===== config.mk =====
export PLATFORM = sky130hd
export DESIGN_NAME = demux1hot_stage
export DESIGN_NICKNAME = d
export VERILOG_FILES = /design/src/rtl/demux1hot_stage.sv
export SDC_FILE = /design/constraint.sdc
export NUM_CORES = 1
export LEC_CHECK = 0
export ABC_AREA = 1
export BUFFER_PORTS_ARGS = -buffer_cell sky130_fd_sc_hd__buf_4
export CAP_MARGIN = 20
export CORE_MARGIN = 4
export CORE_UTILIZATION = 33
export CTS_CLUSTER_SIZE = 24
export DETAILED_ROUTE_END_ITERATION = 10
export PLACE_DENSITY = 0.72
export SETUP_SLACK_MARGIN = 0.1
export SKIP_LAST_GASP = 1
export SLEW_MARGIN = 20
export SYNTH_ARGS = -nofsm -noshare
export SYNTH_HDL_FRONTEND = slang
export SYNTH_SLANG_ARGS = --single-unit

===== constraint.sdc =====
create_clock -name clk -period 0.8 [get_ports clk]
set_clock_uncertainty 0.05 [all_clocks]
set_input_delay 0.12 -clock clk [delete_from_list [all_inputs] [get_ports clk]]
set_output_delay 0.12 -clock clk [all_outputs]
set_load 0.1 [all_outputs]

===== src/rtl/demux1hot_stage.sv =====
// demux1hot_stage: registered one-hot demultiplexer with a single-entry
// pipeline register between one valid/ready producer and OUTPUTS consumers.
//
// Ports:
//   clk, rst          rising-edge clock, asynchronous active-high reset
//   in_valid/ready    producer handshake; in_data payload, in_sel one-hot
//                     destination sampled with the payload
//   out_valid/ready   per-destination handshake (at most one valid bit set)
//   out_data          payload shared by every destination
//   err               one-cycle pulse after a malformed select is accepted
//   err_sticky        set by any err pulse, cleared only by rst
//   dlv_cnt           per-output delivery counters, output i at
//                     [i*CNT_WIDTH +: CNT_WIDTH]
//
// Optional: define DEMUX1HOT_DLV_CNT_EN to build saturating delivery
// counters; otherwise dlv_cnt is tied to zero and no counter flops exist.

module demux1hot_stage #(
  parameter int OUTPUTS   = 2,
  parameter int WIDTH     = 1,
  parameter int CNT_WIDTH = 16
) (
  input  logic                           clk,
  input  logic                           rst,
  input  logic                           in_valid,
  output logic                           in_ready,
  input  logic [WIDTH-1:0]               in_data,
  input  logic [OUTPUTS-1:0]             in_sel,
  output logic [OUTPUTS-1:0]             out_valid,
  input  logic [OUTPUTS-1:0]             out_ready,
  output logic [WIDTH-1:0]               out_data,
  output logic                           err,
  output logic                           err_sticky,
  output logic [OUTPUTS*CNT_WIDTH-1:0]   dlv_cnt
);

  typedef enum logic {EMPTY, FULL} state_t;

  state_t             state;
  logic [OUTPUTS-1:0] sel_q;
  logic [WIDTH-1:0]   data_q;
  logic               sel_ok;
  logic               deliver;
  logic               accept;

  assign sel_ok  = ($countones(in_sel) == 1);

  // Only the ready bit picked by the held select can complete a delivery.
  assign deliver = (state == FULL) && (|(sel_q & out_ready));
  assign in_ready = (state == EMPTY) || deliver;
  assign accept   = in_valid && in_ready;

  // sel_q is cleared whenever the stage empties, so it doubles as out_valid.
  assign out_valid = sel_q;
  assign out_data  = data_q;

  always_ff @(posedge clk or posedge rst) begin
    if (rst) begin
      state      <= EMPTY;
      sel_q      <= '0;
      data_q     <= '0;
      err        <= 1'b0;
      err_sticky <= 1'b0;
    end else begin
      err <= accept && !sel_ok;
      if (accept && !sel_ok) begin
        err_sticky <= 1'b1;
      end
      // A malformed accept is dropped, so it falls through to the
      // deliver/hold branches exactly as if no item had arrived.
      if (accept && sel_ok) begin
        state  <= FULL;
        sel_q  <= in_sel;
        data_q <= in_data;
      end else if (deliver) begin
        state <= EMPTY;
        sel_q <= '0;
      end
    end
  end

`ifdef DEMUX1HOT_DLV_CNT_EN
  logic [CNT_WIDTH-1:0] cnt_q [OUTPUTS];

  always_ff @(posedge clk or posedge rst) begin
    if (rst) begin
      for (int i = 0; i < OUTPUTS; i++) begin
        cnt_q[i] <= '0;
      end
    end else begin
      for (int i = 0; i < OUTPUTS; i++) begin
        if (deliver && sel_q[i] && !(&cnt_q[i])) begin
          cnt_q[i] <= cnt_q[i] + {{(CNT_WIDTH-1){1'b0}}, 1'b1};
        end
      end
    end
  end

  for (genvar g = 0; g < OUTPUTS; g++) begin : g_cnt
    assign dlv_cnt[g*CNT_WIDTH +: CNT_WIDTH] = cnt_q[g];
  end
`else
  assign dlv_cnt = '0;
`endif

endmodule


# After elaboration in Yosys (flattened, before gate mapping)
# Cells that the tools add are included.
classes:
  n_div: 0
  shifts: 0
  eq_ne: 1
  reduce_logical: 8
  n_bitwise: 2
  order_cmp: 0
  mul: 0
  n_mux: 4
  n_addsub: 1
op_table:
  columns: ["op", "n"]
  rows:
  - ["1-bit logical AND", 4]
  - ["2-bit two-way mux", 2]
  - ["1-bit by 1-bit adder with 2-bit output", 1]
  - ["2-bit AND", 1]
  - ["2-bit by 1-bit == test with 1-bit output (second input constant)", 1]
  - ["1-bit two-way mux", 2]
  - ["2-bit nonzero test", 1]
  - ["2-bit OR reduction", 1]
  - ["1-bit logical NOT", 1]
  - ["1-bit logical OR", 1]
  - ["1-bit NOT", 1]
totals:
  mem_count: 0
  ff_bits: 6
  in_bits: 8
  ramBits: 0
  latch_bits: 0
  romBits: 0

# Longest topological paths before layout
# Gate-level depths: netlist of the first run.
depth:
  depth_word: 7
  depth_mapped: 6

# Worst setup path before layout of the first run
# Ideal clock, no wire load.
synth_path:
  path_type: "register -> register"
  startpoint: "register sel_q[0] (netlist: out_valid[0])"
  endpoint: "register data_q (netlist: out_data)"
  stages_incl_launch_ff: 6
  required_time_ns: 0.625
  t_arrival_ns: 1.704
  n_path_buf: 0
  setup_time_ns: 0.125
  setup_slack_ns: -1.079
  path_cell_list: "dfrtp_1 -> nand2_2 -> nand3_4 -> nand3_4 -> nand2_1 -> o21ai_1"
synth_via:
  elab_chain_cells: 6
synth_lines:
  columns: ["item", "line", "source"]
  rows:
  - ["start, declared", "40", "logic [OUTPUTS-1:0] sel_q;"]
  - ["start signal, assigned", "73", "sel_q <= in_sel;"]
  - ["2-bit AND", "49", "assign deliver = (state == FULL) && (|(sel_q & out_ready));"]
  - ["2-bit OR reduction", "49", null]
  - ["1-bit logical AND", "49", null]
  - ["1-bit logical OR", "50", "assign in_ready = (state == EMPTY) || deliver;"]
  - ["net in_ready", "26", "output logic in_ready,"]
  - ["1-bit logical AND", "51", "assign accept = in_valid && in_ready;"]
  - ["1-bit logical AND", "71", "if (accept && sel_ok) begin"]
  - ["end signal, assigned", "74", "data_q <= in_data;"]
  - ["end, declared", "41", "logic [WIDTH-1:0] data_q;"]
# The timed path passes the listed nets, and every way through them passes these cells.
# A chain may end at the register's enable or synchronous reset.

# Worst setup path in the final report of the first run
layout_path:
  startpoint: "register sel_q[1] (netlist: out_valid[1])"
  endpoint: "output port in_ready"
layout_via:
  elab_chain_cells: 4
layout_lines:
  columns: ["item", "line"]
  rows:
  - ["2-bit AND", "49"]
  - ["2-bit OR reduction", "49"]
  - ["1-bit logical AND", "49"]
  - ["1-bit logical OR", "50"]
  - ["end, declared", "26"]
# No other way between the ends.

==> impl_metrics.toml, run 1 <==
[yosys]
synth_cells = 64
synth_warnings = 0
synth_edf_count = 0
synth_seq_area_share_pct = 28.0
synth_commonest_cells = "buf_4, nand2_1, dfrtp_1"
async_flop_share_pct = 100
postSynthAreaPerCell_sq_um = 8.37
yosys-top-cells-area = "buf_4, dfrtp_1, nand3_4"
ys.flop_type = "dfrtp_1"
ys_types = 12
netlist_area_sq_um = 536
synth_seq_cells = 6
yosysTopAreaCell = "buf_4"
netlist.area_leader.share_pct = 44.9
synth.most_common_cell = "buf_4"

[place]
hpwl_um = 810
dp_slack_ns = -0.288
placement.io_buffers = 13
dp.cells = 97
routabilityCongestion = 0.677

[finish]
stdcell_count = 104
drive_above_1_share_pct = 38.6
antenna_cells = 0
nets = 97
fill_cells = 151
area_growth_pct = 35.7

[floorplan]
dieArea_sq_mm = 0.00233
chipWidth_um = 48.3
die_y_um = 48.3
num_rows = 14
core-area_sq_mm = 0.00152
start_util_pct = 35.1
num_io_pins = 46

[timing]
max_freq_mhz = 821
finalHoldViolCount = 0
worst_slack_ns = -0.419
grt_setup_unrepaired = "true"
timing.hold.ws_ns = 0.0700
setup_tns_ns = -3.87
post-route-min-period_ns = 1.22
setup_viol = 12
maxSlewViolCount = 0
fin_crit_sh_pct = 152

[power_and_ir_drop]
p_per_area_mw_per_mm2 = 4470
cellLeakagePower_nw = 0.409
vdd_drop_max_v = 0.00142

[clock_network]
ctsLongestPathBuffers = 2
insertion_delay_ns = 0.24
root_buffer = "clkbuf_4"
clk_pin_slew_ns = 0.05
cts_sinks = 6
htreeDepth = 1
tritoncts = "yes"
cts_made_buffers = 3

[critical_path]
rr_startpoint = "out_valid[1]$_DFFE_PP0P_"
r2r_cells = 6
cp_data_arrival_time_ns = 1.05
crit_type = "reg2out"
reg2reg_to = "out_valid[0]$_DFFE_PP0P_"
worstPathRequired_ns = 0.63
slowest_stage = "dfrtp_4"
critical_path.max_stage_delay_ns = 0.48
endpoint_kind = "primary output"
startpoint_type = "flop"
critPathMaxFanout = 2
r2r_slack_ns = -0.33
crit_chain = "nand2_4 -> nand3_4 -> buf_12"

[grt]
grt_util_all_layers_pct = 8.11
grt_pass1_wl_um = 1240
grt_pass1_vias = 311
grt_max_degree = 7
antenna_found_initial = 0
grt_overflow_total = 0

[worst_hold_path]
min-delay-start = "in_data"
hold_path_end = "out_data$_DFFE_PP0P_"
hold_path_class = "in2reg"
hold_depth = 3

[job]
cap_violations = 0

[route]
drc_errors = 0
wl_per_cell_um = 9.01
route.vias.total = 369
drtIter0Drc = 2
drt-total-wl_um = 937
first_pass_iters = 2
antenna_left = 0
vias_per_cell = 3.55

[status]
violations = "negative setup slack"
status = "complete, but fails checks"
## final cells by class
cell class              count  area, sq um  area share, %
multi-input cells          53          262           36.0
repair buffers             21          235           32.4
flip-flops and latches      6          169           23.2
clock buffers               4         26.3           3.61
well taps                  16         20.0           2.75
inverters                   4         15.0           2.07
## power by group
group / switching (mW) / leakage [nW] / total, mW / internal, mW
clock network: 0.110 / 0.0150 / 0.300 / 0.189
registers: 0.105 / 0.0665 / 0.564 / 0.459
logic: 1.73 / 0.328 / 2.39 / 0.652
## how the worst max path moves through the flow
stage                                         from  depth (start not counted)                  endpoint  slack, ns
after CTS                 out_valid[0]$_DFFE_PP0P_                          3                  in_ready      -0.43
after detailed placement  out_valid[0]$_DFFE_PP0P_                          3                  in_ready      -0.29
after global placement    out_valid[1]$_DFFE_PP0P_                          3                  in_ready      -0.27
after global routing      out_valid[0]$_DFFE_PP0P_                          3                  in_ready      -0.45
after floorplan           out_valid[1]$_DFFE_PP0P_                          5  out_valid[1]$_DFFE_PP0P_      -0.68
final                     out_valid[1]$_DFFE_PP0P_                          3                  in_ready      -0.42
## critical path, delay by kind of cell, from the launching register on
| kind | cells | cell delay [ns] |
|---|---|---|
| flops | 1 | 0.48 |
| buf+inv | 1 | 0.17 |
| simple gates | 2 | 0.16 |
## state kept, by name, summed over array words and instances (netlist names)
register and cells:
out_valid 2, err 1, err_sticky 1, out_data 1, state 1
## metal layers
layer	share of wire (%)	GRT usage (%)	wire, um
met1	30	7.32	277
met4	0.85	6.45	8
met3	16	2.58	149
met5	0	0	0
met2	54	14.6	502
## placed cells by master, fill, tap and decap left out
cell,Yosys,layout
buf_12,0,6
nand2_1,9,9
dlygate4sd3_1,0,1
o21bai_1,1,1
o21ai_1,1,1
buf_4,32,14
nand3_2,0,1
clkbuf_4,0,3
nand3_4,2,2
nor2_1,1,1
dfrtp_4,0,5
dfrtp_1,6,1
inv_1,4,4
nand2_4,0,2
clkbuf_1,0,1
nand4_1,2,2
nand2_2,3,1
conb_1,1,32
nand3_1,2,1
## logic make-up (layout without fill, tap and decap cells)
logic type	Yosys count	in the layout	share of synthesized area, %
compound gates	2	2	2.34
buf+inv	36	29	47.7
flops	6	6	28.0
other cells	1	32	0.700
simple gates	19	19	21.3
## through the flow
stage	utilization (%)	instance area (sq um)	total power, mW
floorplan	-	681	2.35
global placement	39.1	596	2.54
detailed placement	39.1	596	2.56
CTS	47.4	722	3.26
global route	47.7	727	3.38
finish	47.7	727	3.25
## what timing repair did
item | CTS | global route
hold buffers | 1 | 0
setup buffers | 2 | 0
pin swaps | 2 | 0
resized for setup | 18 | 1
endpoints found under the hold margin | 6 | 0
setup endpoints to repair | 12 | 12
No activity file was read; power rests on OpenSTA's default activity.
==> inputs of run 2 (changes only) <==
PLACE_DENSITY = 0.73   (was 0.72)
==> run 2 against run 1 <==
Effect of this change:
- the flow still finishes with violations (negative setup slack)
- worst hold slack gained 0.0013 ns
- global-route usage grew 0.76 points
- via count grew 3.5%
- combinational power is essentially flat
- sequential power grew 1%
- non-clock buffer count shrank 1
- maximum frequency shrank 1.3%
- sequential share of layout area grew 0.41 points
- clock-buffer cell count is the same
- critical path type unchanged
- largest cell class unchanged
==> impl_metrics.toml, run 2 (synthesis results as in run 1) <==
[timing]
maxSlewViolCount = 0
post-route-min-period_ns = 1.24
worst_slack_ns = -0.435
setup_viol = 12
max_freq_mhz = 810
grt_setup_unrepaired = "true"
fin_crit_sh_pct = 154
finalHoldViolCount = 0

[clock_network]
cts_sinks = 6
ctsLongestPathBuffers = 2
tritoncts = "yes"
root_buffer = "clkbuf_4"
insertion_delay_ns = 0.24
htreeDepth = 1
cts_made_buffers = 3
clk_pin_slew_ns = 0.05

[critical_path]
rr_startpoint = "out_valid[1]$_DFFE_PP0P_"
crit_type = "reg2out"
worstPathRequired_ns = 0.63
critPathMaxFanout = 2
crit_start = "out_valid[1]$_DFFE_PP0P_"
endpoint_kind = "primary output"
startpoint_type = "flop"
cp_data_arrival_time_ns = 1.07
r2r_cells = 6

[power_and_ir_drop]
power_mw = 3.24
p_int_mw = 1.28
pwr-share-seq_pct = 17.6
cellLeakagePower_nw = 0.403
sw_frac_of_total_pct = 60.4
p_per_area_mw_per_mm2 = 4530
clock_power_share_pct = 9.4
combPwrFrac_pct = 73.0
p_switching_mw = 1.95
vdd_drop_max_v = 0.00160

[finish]
nets = 96
mostFrequentLayoutCell = "conb_1"
stdcell_count = 103
area_growth_pct = 33.4
drive_above_1_share_pct = 36.8
antenna_cells = 0
most-common-layout-cells = "conb_1, buf_4, nand2_1"
fin_util_pct = 46.9
largest_register_ffs = 2

[route]
wl_met3_um = 169
dr_wl_met2_um = 531
drc_errors = 0
wl_per_cell_um = 9.53
wl_met1_um = 264
drt-total-wl_um = 982
antenna_left = 0
dr.max_layer_used = "met4"
first_pass_iters = 4
drtIter0Drc = 5
vias_per_cell = 3.71
route.vias.total = 382

[floorplan]
core-area_sq_mm = 0.00152
num_rows = 14
die_y_um = 48.3
start_util_pct = 35.1
chipWidth_um = 48.3
num_io_pins = 46
dieArea_sq_mm = 0.00233

[grt]
grt_pass1_wl_um = 1340
grt_max_degree = 7
grt_overflow_total = 0
grt_util_all_layers_pct = 8.87
grt_pass1_vias = 342
antenna_found_initial = 0

[place]
routabilityCongestion = 0.720
hpwl_um = 798
placement.io_buffers = 13
dp.cells = 97

[worst_hold_path]
min-delay-start = "in_data"
hold_path_class = "in2reg"
hold_depth = 3

[status]
violations = "negative setup slack"
status = "complete, but fails checks"

[job]
cap_violations = 0
## run 2: worst max-delay path, cell delays in order (launching register included)
cell     delay, ns
dfrtp_4       0.48
nand2_4       0.08
nand3_4       0.09
buf_12        0.17
## run 2: final cells by class
type	instances	area [sq um]
clock buffer	4	26.3
fill	148	810
inverter	4	15.0
multi-input combinational	53	256
sequential	6	169
tap	16	20.0
timing repair buffer	20	228
## run 2: power groups by stage
stage | clock network [mW] | logic, mW | registers, mW
global placement | 0 | 1.99 | 0.541
global route | 0.345 | 2.45 | 0.580
CTS | 0.316 | 2.35 | 0.568
floorplan | 0 | 1.22 | 1.14
finish | 0.303 | 2.36 | 0.570
detailed placement | 0 | 2.00 | 0.552
## run 2: final timing paths
check                                            to  slack, ns
setup / recovery                           in_ready      -0.44
hold / removal                 out_data$_DFFE_PP0P_       0.07
setup reg to reg           out_valid[1]$_DFFE_PP0P_      -0.34
hold reg to reg              err_sticky$_DFFE_PP0P_       0.52
max in group asynchronous  out_valid[1]$_DFFE_PP0P_       0.19
min in group asynchronous             err$_DFF_PP0_       0.29
## run 2: repair_timing
action,4_1_cts,5_1_grt
hold endpoints to repair,6,0
resized for setup,18,0
pin swaps,2,0
setup endpoints to repair,12,12
setup buffers,1,0
hold buffers,1,0
## run 2: routing by layer
metal / vias to the layer above / global-route usage [%]
met5: - / 0
met4: 0 / 8.06
met3: 2 / 2.21
met2: 36 / 17.2
met1: 163 / 6.90
li1: 181 / -
## run 2: through the flow
| stage | setup slack, ns | hold WS [ns] | cell area [sq um] | TNS (ns) |
|---|---|---|---|---|
| final | -0.435 | 0.0713 | 714 | -3.99 |
| after global routing | -0.471 | 0.0778 | 714 | -4.49 |
| after CTS | -0.432 | 0.0638 | 714 | -3.97 |
| after detailed placement | -0.279 | 0.00462 | 596 | -2.01 |
| after global placement | -0.267 | -0.00201 | 596 | -1.87 |
| after floorplan | -0.681 | -0.139 | 681 | -4.42 |
